===== src/rtl/tog_sync_pkg.sv =====
// Shared types and helpers for the tog_sync source-side arbiter.
package tog_sync_pkg;

  typedef enum logic [1:0] {IDLE, LAUNCH, HOLD} arb_state_t;

  function automatic int cnt_width(input int gap);
    return (gap <= 2) ? 1 : $clog2(gap);
  endfunction

endpackage


===== src/rtl/tog_sync_arb_if.sv =====
// Requester/arbiter bundle: level requests and packed words in, grant and tog_sync drive out.
interface tog_sync_arb_if #(
  parameter int N    = 8,
  parameter int NREQ = 4
);
  localparam int IW = (NREQ > 1) ? $clog2(NREQ) : 1;

  logic [NREQ-1:0]   req;
  logic [NREQ*N-1:0] req_data;
  logic [NREQ-1:0]   grant;
  logic [IW-1:0]     grant_id;
  logic [N-1:0]      data_in;
  logic              pulse_in;
  logic              busy;

  modport master (
    output req, req_data,
    input  grant, grant_id, data_in, pulse_in, busy
  );

  modport slave (
    input  req, req_data,
    output grant, grant_id, data_in, pulse_in, busy
  );

endinterface


===== src/rtl/rr_arbiter.sv =====
// Combinational round-robin pick: first set request at or above ptr, wrapping.
module rr_arbiter #(
  parameter int NREQ = 4,
  parameter int IW   = (NREQ > 1) ? $clog2(NREQ) : 1
) (
  input  logic [NREQ-1:0] req,
  input  logic [IW-1:0]   ptr,
  output logic [NREQ-1:0] gnt,
  output logic [IW-1:0]   idx,
  output logic            valid
);

  logic [2*NREQ-1:0] dbl;
  logic [2*NREQ-1:0] masked;

  always_comb begin
    dbl    = {req, req};
    // Lower copy keeps only bits >= ptr; the untouched upper copy supplies the wrap-around.
    masked = dbl & ({(2*NREQ){1'b1}} << ptr);
    gnt    = '0;
    idx    = '0;
    valid  = 1'b0;
    for (int i = 0; i < 2*NREQ; i++) begin
      if (masked[i] && !valid) begin
        valid = 1'b1;
        idx   = IW'(i % NREQ);
      end
    end
    if (valid) gnt[idx] = 1'b1;
  end

endmodule


===== src/rtl/tog_sync_arb.sv =====
// Round-robin sequencer sharing one tog_sync: grant, launch pulse, then hold data_in for GAP cycles.
module tog_sync_arb
  import tog_sync_pkg::*;
#(
  parameter int N    = 8,
  parameter int NREQ = 4,
  parameter int GAP  = 6
) (
  input logic           clkA,
  input logic           rst,
  tog_sync_arb_if.slave bus
);

  localparam int IW = (NREQ > 1) ? $clog2(NREQ) : 1;
  localparam int CW = cnt_width(GAP);

  arb_state_t      state;
  logic [CW-1:0]   cnt;
  logic [IW-1:0]   ptr;
  logic [NREQ-1:0] arb_gnt;
  logic [IW-1:0]   arb_idx;
  logic            arb_valid;

  rr_arbiter #(.NREQ(NREQ), .IW(IW)) u_arb (
    .req   (bus.req),
    .ptr   (ptr),
    .gnt   (arb_gnt),
    .idx   (arb_idx),
    .valid (arb_valid)
  );

  always_ff @(posedge clkA) begin
    if (rst) begin
      state        <= IDLE;
      cnt          <= '0;
      ptr          <= '0;
      bus.grant    <= '0;
      bus.grant_id <= '0;
      bus.data_in  <= '0;
      bus.pulse_in <= 1'b0;
      bus.busy     <= 1'b0;
    end else begin
      unique case (state)
        IDLE: begin
          if (arb_valid) begin
            bus.grant    <= arb_gnt;
            bus.grant_id <= arb_idx;
            bus.data_in  <= bus.req_data[arb_idx*N +: N];
            bus.busy     <= 1'b1;
            ptr          <= (arb_idx == IW'(NREQ-1)) ? '0 : arb_idx + IW'(1);
            state        <= LAUNCH;
          end
        end
        LAUNCH: begin
          bus.grant    <= '0;
          bus.pulse_in <= 1'b1;
          cnt          <= CW'(GAP-1);
          state        <= HOLD;
        end
        HOLD: begin
          bus.pulse_in <= 1'b0;
          if (cnt == '0) begin
            bus.busy <= 1'b0;
            state    <= IDLE;
          end else begin
            cnt <= cnt - CW'(1);
          end
        end
        default: state <= IDLE;
      endcase
    end
  end

`ifndef SYNTHESIS
  int gap_cnt;

  always_ff @(posedge clkA) begin
    if (rst)                    gap_cnt <= GAP + 2;
    else if (bus.pulse_in)      gap_cnt <= 1;
    else if (gap_cnt < GAP + 2) gap_cnt <= gap_cnt + 1;
  end

  a_pulse_single: assert property (@(posedge clkA) disable iff (rst)
    bus.pulse_in |=> !bus.pulse_in);

  a_pulse_spacing: assert property (@(posedge clkA) disable iff (rst)
    $rose(bus.pulse_in) |-> (gap_cnt >= GAP + 2));
`endif

endmodule


===== src/flat_wrapper.sv =====
// flat-port wrapper written by rule: the top's interface ports become plain ports
module tog_sync_arb_flat import tog_sync_pkg::*;
#(
  parameter int N    = 8,
  parameter int NREQ = 4,
  parameter int GAP  = 6
)
  (clkA, rst, bus_req, bus_req_data, bus_grant, bus_grant_id, bus_data_in, bus_pulse_in, bus_busy);
  tog_sync_arb_if #(.N(N), .NREQ(NREQ)) bus_i ();
  input logic clkA;
  input logic rst;
  input wire logic [$bits(bus_i.req)-1:0] bus_req;
  input wire logic [$bits(bus_i.req_data)-1:0] bus_req_data;
  output wire logic [$bits(bus_i.grant)-1:0] bus_grant;
  output wire logic [$bits(bus_i.grant_id)-1:0] bus_grant_id;
  output wire logic [$bits(bus_i.data_in)-1:0] bus_data_in;
  output wire logic [$bits(bus_i.pulse_in)-1:0] bus_pulse_in;
  output wire logic [$bits(bus_i.busy)-1:0] bus_busy;
  assign bus_i.req = bus_req;
  assign bus_i.req_data = bus_req_data;
  assign bus_grant = bus_i.grant;
  assign bus_grant_id = bus_i.grant_id;
  assign bus_data_in = bus_i.data_in;
  assign bus_pulse_in = bus_i.pulse_in;
  assign bus_busy = bus_i.busy;
  tog_sync_arb #(.N(N), .NREQ(NREQ), .GAP(GAP)) u_core (.clkA(clkA), .rst(rst), .bus(bus_i));
endmodule

===== config.mk =====
export PLATFORM = sky130hd
export DESIGN_NAME = tog_sync_arb_flat
export DESIGN_NICKNAME = d
export VERILOG_FILES = /design/src/rtl/tog_sync_pkg.sv /design/src/rtl/tog_sync_arb_if.sv /design/src/rtl/rr_arbiter.sv /design/src/rtl/tog_sync_arb.sv /design/src/flat_wrapper.sv
export SDC_FILE = /design/constraint.sdc
export NUM_CORES = 1
export LEC_CHECK = 0
export CORE_UTILIZATION = 46
export CTS_CLUSTER_DIAMETER = 200
export CTS_CLUSTER_SIZE = 28
export DETAILED_ROUTE_END_ITERATION = 10
export PLACE_DENSITY = 0.95
export SYNTH_ARGS = -nofsm -noshare
export SYNTH_HDL_FRONTEND = slang
export SYNTH_SLANG_ARGS = --single-unit

===== constraint.sdc =====
create_clock -name clkA -period 4.84 [get_ports clkA]
set_input_delay 1.452 -clock clkA [delete_from_list [all_inputs] [get_ports clkA]]
set_output_delay 1.452 -clock clkA [all_outputs]
set_load 0.02 [all_outputs]

======== Word-level counts from Yosys, hierarchy flattened ========
Cells that the tools add are included.
operators by class
  shift-type cells ........................ 2
  equal/unequal tests ..................... 6
  bitwise logic cells ..................... 1
  magnitude comparators ................... 2
  reduce and logical (&&, ||, !) cells .... 25
  add/subtract/negate cells ............... 2
  muxes and demuxes ....................... 29
operator list
  operator                                             count
  variable part select 32 x 6 -> 8 bit                 1
  two-way mux 2 bit                                    9
  two-way mux 1 bit                                    12
  AND 8 bit                                            1
  logical AND 1 bit                                    8
  one-hot mux 4 bit (2 select lines)                   1
  AND reduction 2 bit                                  4
  left shift 8 x 2 -> 8 bit, first input constant      1
  zero test 1 bit                                      7
  one-hot mux 2 bit (3 select lines)                   1
  one-hot mux 3 bit (2 select lines)                   1
  nonzero test 2 bit                                   3
  equality test 2 bit, second input constant           2
  two-way mux 4 bit                                    1
  != test 2 x 1 -> 1 bit, second input constant        2
  one-hot mux 1 bit (2 select lines)                   2
  zero test 3 bit                                      1
  < comparator 2 x 3 -> 1 bit, second input constant   1
  two-way mux 3 bit                                    1
  AND reduction 3 bit                                  1
  subtractor 3 x 1 -> 3 bit, second input constant     1
  adder 2 x 1 -> 2 bit, second input constant          1
  demux 1 bit (select 2 bit)                           1
  equality test 2 x 1 -> 1 bit, second input constant  1
  3 further kinds                                      3
storage, ports and cells
  input port bits ......................... 38
  register bits after elaboration ......... 23

======== Depth between registers and ports, before layout ========
  depth in word-level cells ............... 30
  depth in mapped cells ................... 9
  gate-level depth less buffers ........... 7

======== Hierarchy ========
From an unflattened synthesis, not the netlist that was laid out.
unflattened totals
  cell total of the unflattened synthesis .. 159
  area total of the unflattened synthesis .. 1402.6 sq um
modules (own cells, without submodules)
  module        instances  area an instance (sq um)  cells each
  tog_sync_arb  1          1201.2                    127
  rr_arbiter    1          201.4                     32

======== Worst setup path before layout ========
No wires, ideal clock.
  kind .................................... input to register
  start point ............................. in bus_req[0]
  end point ............................... reg u_core.bus.grant[0]
  data arrival time ....................... 2.583 ns
  cell stages on the path ................. 9
  setup time .............................. 0.128 ns
  slack ................................... 2.129 ns
  required time ........................... 4.712 ns
  cell sequence ........................... a21o_1 -> a21oi_1 -> o22a_2 -> buf_12 -> buf_12 -> inv_1 -> ha_1 -> a22oi_1 -> nor2_1
between the ends
  cells in the longest elaborated chain, start to end .. 29
  elaborated cells between the ends (all ways) .. 39
  those cells by class .................... order compare: 2; eq/ne: 1; mux: 19; bitwise: 1; reduce/logical: 16
RTL lines
  what                                                                                                             line                   source
  from (decl)                                                                                                      flat_wrapper.sv:12     input wire logic [$bits(bus_i.req)-1:0] bus_req;
  AND 8 bit *                                                                                                      rr_arbiter.sv:19       masked = dbl & ({(2*NREQ){1'b1}} << ptr);
  two-way mux 1 bit                                                                                                rr_arbiter.sv:24       if (masked[i] && !valid) begin
  zero test 1 bit                                                                                                  rr_arbiter.sv:24
  logical AND 1 bit                                                                                                rr_arbiter.sv:24
  two-way mux 1 bit                                                                                                rr_arbiter.sv:24
  zero test 1 bit                                                                                                  rr_arbiter.sv:24
  logical AND 1 bit                                                                                                rr_arbiter.sv:24
  two-way mux 1 bit                                                                                                rr_arbiter.sv:24
  (+14 left out)                                                                                                   -
  two-way mux 2 bit *                                                                                              rr_arbiter.sv:24
  net u_core.arb_idx[1]                                                                                            tog_sync_arb.sv:21     logic [IW-1:0] arb_idx;
  < comparator 2 x 3 -> 1 bit (not written as such) or greater-or-equal comparator 2 x 1 -> 1 bit (tied branches)  rr_arbiter.sv:29       if (valid) gnt[idx] = 1'b1;
  logical AND 1 bit (not written as such)                                                                          rr_arbiter.sv:29
  two-way mux 1 bit (not written as such)                                                                          rr_arbiter.sv:29
  demux 1 bit (select 2 bit) *                                                                                     rr_arbiter.sv:29
  two-way mux 4 bit *                                                                                              tog_sync_arb.sv:45     if (arb_valid) begin
  one-hot mux 4 bit (2 select lines) *                                                                             tog_sync_arb.sv:43     unique case (state)
  to (signal assigned)                                                                                             tog_sync_arb.sv:46     bus.grant <= arb_gnt;
  to (decl)                                                                                                        tog_sync_arb_if.sv:23  output grant, grant_id, data_in, pulse_in, busy
The timed path passes the listed nets; every way through them passes the cells marked *. The select of a mux whose other input is x is not followed.
A chain may end at the register's enable or synchronous reset.

======== Final worst setup path ========
  start point ............................. in bus_req[0]
  end point ............................... reg u_core.bus.grant[0]
between the ends
  cells in the longest elaborated chain, start to end .. 29
  elaborated cells between the ends (all ways) .. 39
  those cells by class .................... order compare: 2; eq/ne: 1; mux: 19; bitwise: 1; reduce/logical: 16
RTL lines
  what                                                                                                             line
  AND 8 bit *                                                                                                      rr_arbiter.sv:19
  two-way mux 1 bit                                                                                                rr_arbiter.sv:24
  zero test 1 bit                                                                                                  rr_arbiter.sv:24
  logical AND 1 bit                                                                                                rr_arbiter.sv:24
  two-way mux 1 bit                                                                                                rr_arbiter.sv:24
  zero test 1 bit                                                                                                  rr_arbiter.sv:24
  logical AND 1 bit                                                                                                rr_arbiter.sv:24
  two-way mux 1 bit                                                                                                rr_arbiter.sv:24
  (+13 left out)                                                                                                   -
  logical AND 1 bit                                                                                                rr_arbiter.sv:24
  two-way mux 2 bit                                                                                                rr_arbiter.sv:24
  < comparator 2 x 3 -> 1 bit (not written as such) or greater-or-equal comparator 2 x 1 -> 1 bit (tied branches)  rr_arbiter.sv:29
  logical AND 1 bit (not written as such)                                                                          rr_arbiter.sv:29
  two-way mux 1 bit (not written as such)                                                                          rr_arbiter.sv:29
  demux 1 bit (select 2 bit)                                                                                       rr_arbiter.sv:29
  two-way mux 4 bit                                                                                                tog_sync_arb.sv:45
  one-hot mux 4 bit (2 select lines)                                                                               tog_sync_arb.sv:43
Every way passes the cells marked *; elsewhere a longest branch is shown, timed or not. The select of a mux whose other input is x is not followed.

==> key figures <==
Outcome
  – Outcome: complete, no violations

STA
  – WHS: 0.496 ns
  – Final Cycle Share: 66.6%
  – TNS Setup: 0 ns
  – Fin Clk Skew: 0.0100 ns
  – Unrepaired setup endpoints after global routing: false
  – Final Hold Fails: 0
  – Slew margin rel.: 49.1%
  – Max frequency: 310 MHz
  – Endpoints failing setup: 0
  – Final Critical Period: 3.22 ns
  – Slew Viols, Final: 0
  – Worst Max-Slew Pin Slew: 0.761 ns

Clock tree
  – Clock-pin slew on the worst setup and hold paths: 0.11 ns
  – Clk buf depth: 2
  – Cts bufs inserted: 3
  – Root buffer cell: clkbuf_4
  – H-tree Lvls: 1
  – CTS tree: done
  – Clock Sink Count: 23
  – CTS resizes: 0
  – Clock Latency Late Sink: 0.33 ns
  – Post-CTS Hold Buffers: 0
  – Post-CTS Setup Inserts: 0

Finish
  – N_diodes: 0
  – Layout cell share with drive strength beyond 1: 4.64%
  – Final nets: 243
  – Area growth, synth to finish: 40.5%

Die
  – Ports: 54
  – Full die area: 3100 sq um
  – Initial Util: 48.5%
  – Die Ht: 55.7 um
  – Std-Cell Rows: 19
  – Core Region: 2730 sq um
  – Die width: 55.7 um

Yosys
  – Synthesized Nets: 190
  – Largest cells by area after synthesis: dfxtp_1 35%, mux2i_1 14%, ha_1 9.4%, o221ai_1 5.3%, nand3b_1 4.5%
  – Post-synthesis sequential area ratio: 34.7%
  – Post-synth cell types: 32
  – Post-synthesis compound-gate area fraction: 17.7%
  – Synth async-reset ratio: 0%
  – Post-synthesis mux area share: 13.6%
  – Simple logic cell fraction of the synthesized area: 17.3%
  – Netlist Area Pre-Place: 1330 sq um
  – Register bit total from synthesis: 23
  – Largest family of logic cells by synthesized area: compound AO/OA/AOI/OAI gates
  – Most used DFF post-synth: dfxtp_1
  – Cell with the most instances after synthesis: dfxtp_1
  – Ys Warns: 0
  – Xor and xnor area share after synthesis: 0%
  – Synthesized area per cell: 9.34 sq um
  – Post-synth top area share: 34.7%
  – Largest area contributor in the netlist: dfxtp_1
  – Cells after Synth: 142
  – Adder-cell area share of the yosys netlist: 9.43%
  – Top cells by count, synth: 23 x dfxtp_1, 18 x mux2i_1, 15 x nor2_1
  – Post-synth EDFFs: 0

GRT
  – GR Overflow Total: 0
  – Largest net degree at the start of global routing: 25
  – Global-route wire length before repair: 5260 um
  – Vias in the first global route: 1233
  – Initial antenna violation count: 0
  – Total Routing Usage GR: 21.2%

Routing
  – Vias per cell: 5.57
  – Drt first pass iters: 5
  – Remaining DRCs: 0
  – DR iter-0 viols: 48
  – DR WL/cell: 14.4 um
  – Via count: 1253
  – Post-route ant nets: 0
  – Total routed wirelength: 3230 um

Critical path
  – Arrival time worst endpoint: 3.41 ns
  – Largest stage delay on the critical path: 0.52 ns
  – Worst Path Buf+Inv: 2
  – Crit path max fanout: 20
  – Worst setup EP type: flip-flop
  – Startpoint types: primary input
  – Req. time, crit path: 5.03 ns
  – Critical Path, Cell by Cell: clkdlybuf4s50_1 -> a21o_1 -> a21oi_1 -> o22a_2 -> inv_1 -> ha_1 -> a22oi_1 -> nor2_1
  – Slowest cell on crit path: o22a_2
  – Crit Path Class: in -> reg
  – Cell family with most CP delay: compound AO/OA/AOI/OAI gates

Power
  – Sw Pwr: 0.226 mW
  – Clock power frac: 14.7%
  – Combinational share of power: 45.1%
  – Power Dens Cells: 332 nW/um^2
  – Leakage: 0.732 nW
  – Net Sw Frac: 36.6%
  – Max VDD drop: 0.000212 V
  – Int Power: 0.392 mW
  – Flop pwr share: 40.1%

Placement
  – Detail Placement HPWL: 2490 um
  – Placer's final routability congestion estimate: 0.820
  – Port Buffer Count: 53

Job
  – Max-cap violations: 0

Worst hold path
  – HP Class: reg -> reg
[stage by stage]
step	power (mW)	instance area [sq um]	std cells	setup slack [ns]	util, %
floorplan	0.434	1330	142	2.13	-
global placement	0.518	1840	221	1.39	67.2
detailed placement	0.531	1840	221	1.26	67.2
CTS	0.623	1860	225	1.61	68.1
global route	0.658	1860	225	1.53	68.1
finish	0.618	1860	225	1.62	68.1
[flip-flops by register name, summed over array words and instances, names as in the netlist]
register             cells
u_core.bus.busy          1
u_core.state             2
u_core.bus.pulse_in      1
u_core.ptr               2
u_core.bus.grant_id      2
u_core.bus.data_in       8
u_core.cnt               3
u_core.bus.grant         4
[power by group through the flow]
stage / combinational (mW) / clock [mW] / sequential, mW
floorplan: 0.155 / 0 / 0.279
detailed placement: 0.279 / 0 / 0.252
finish: 0.279 / 0.0911 / 0.248
global route: 0.303 / 0.102 / 0.252
global placement: 0.268 / 0 / 0.250
CTS: 0.281 / 0.0942 / 0.248
[layout by cell type, fill, tap and decap left out, types with 2 or more instances in the layout]
cell             count
inv_1               10
o221ai_1             8
nand3b_1             8
a211oi_1             2
dfxtp_1             23
nor2_1              15
o21ai_0              2
mux2i_1             18
clkbuf_4             3
a22oi_1              4
clkdlybuf4s50_1     53
ha_1                10
nand2_1              6
nand2b_1             2
nand2_2              2
nand3_1              2
a21oi_1             11
[per-layer routing]
metal	track usage, %	up-vias	share of wire [%]
met5	0	-	0
met4	8.57	0	1.4
met3	3.02	3	4.7
met2	40.4	42	54
met1	23.2	586	40
li1	-	622	-
[area by class of cell]
cell class | count | area, sq um
Multi-Input combinational cell | 104 | 769
Inverter | 10 | 37.5
Tap cell | 31 | 38.8
Clock buffer | 4 | 26.3
Timing Repair Buffer | 53 | 531
Sequential cell | 23 | 460
Fill cell | 238 | 871
[cell families after synthesis]
logic type,after synthesis
adders and majority gates,10
AOI/OAI and AO/OA,34
buffers and inverters,15
muxes,18
and+or+nand+nor,42
DFF,23
[final timing paths]
path	start	end	slack (ns)	cells past startpoint
setup / recovery	bus_req[0]	u_core.bus.grant[0]	1.62	8
hold / removal	u_core.bus.busy	u_core.bus.busy	0.50	2
setup reg to reg	u_core.ptr[1]	u_core.bus.grant[0]	2.88	7
hold reg to reg	u_core.bus.busy	u_core.bus.busy	0.50	2
[worst min-delay path, cell delays in order, from the launching register on]
cell and delay [ns]:
dfxtp_1 0.34, nand2_1 0.06, a21oi_1 0.05
(Power assumes the default switching activity.)
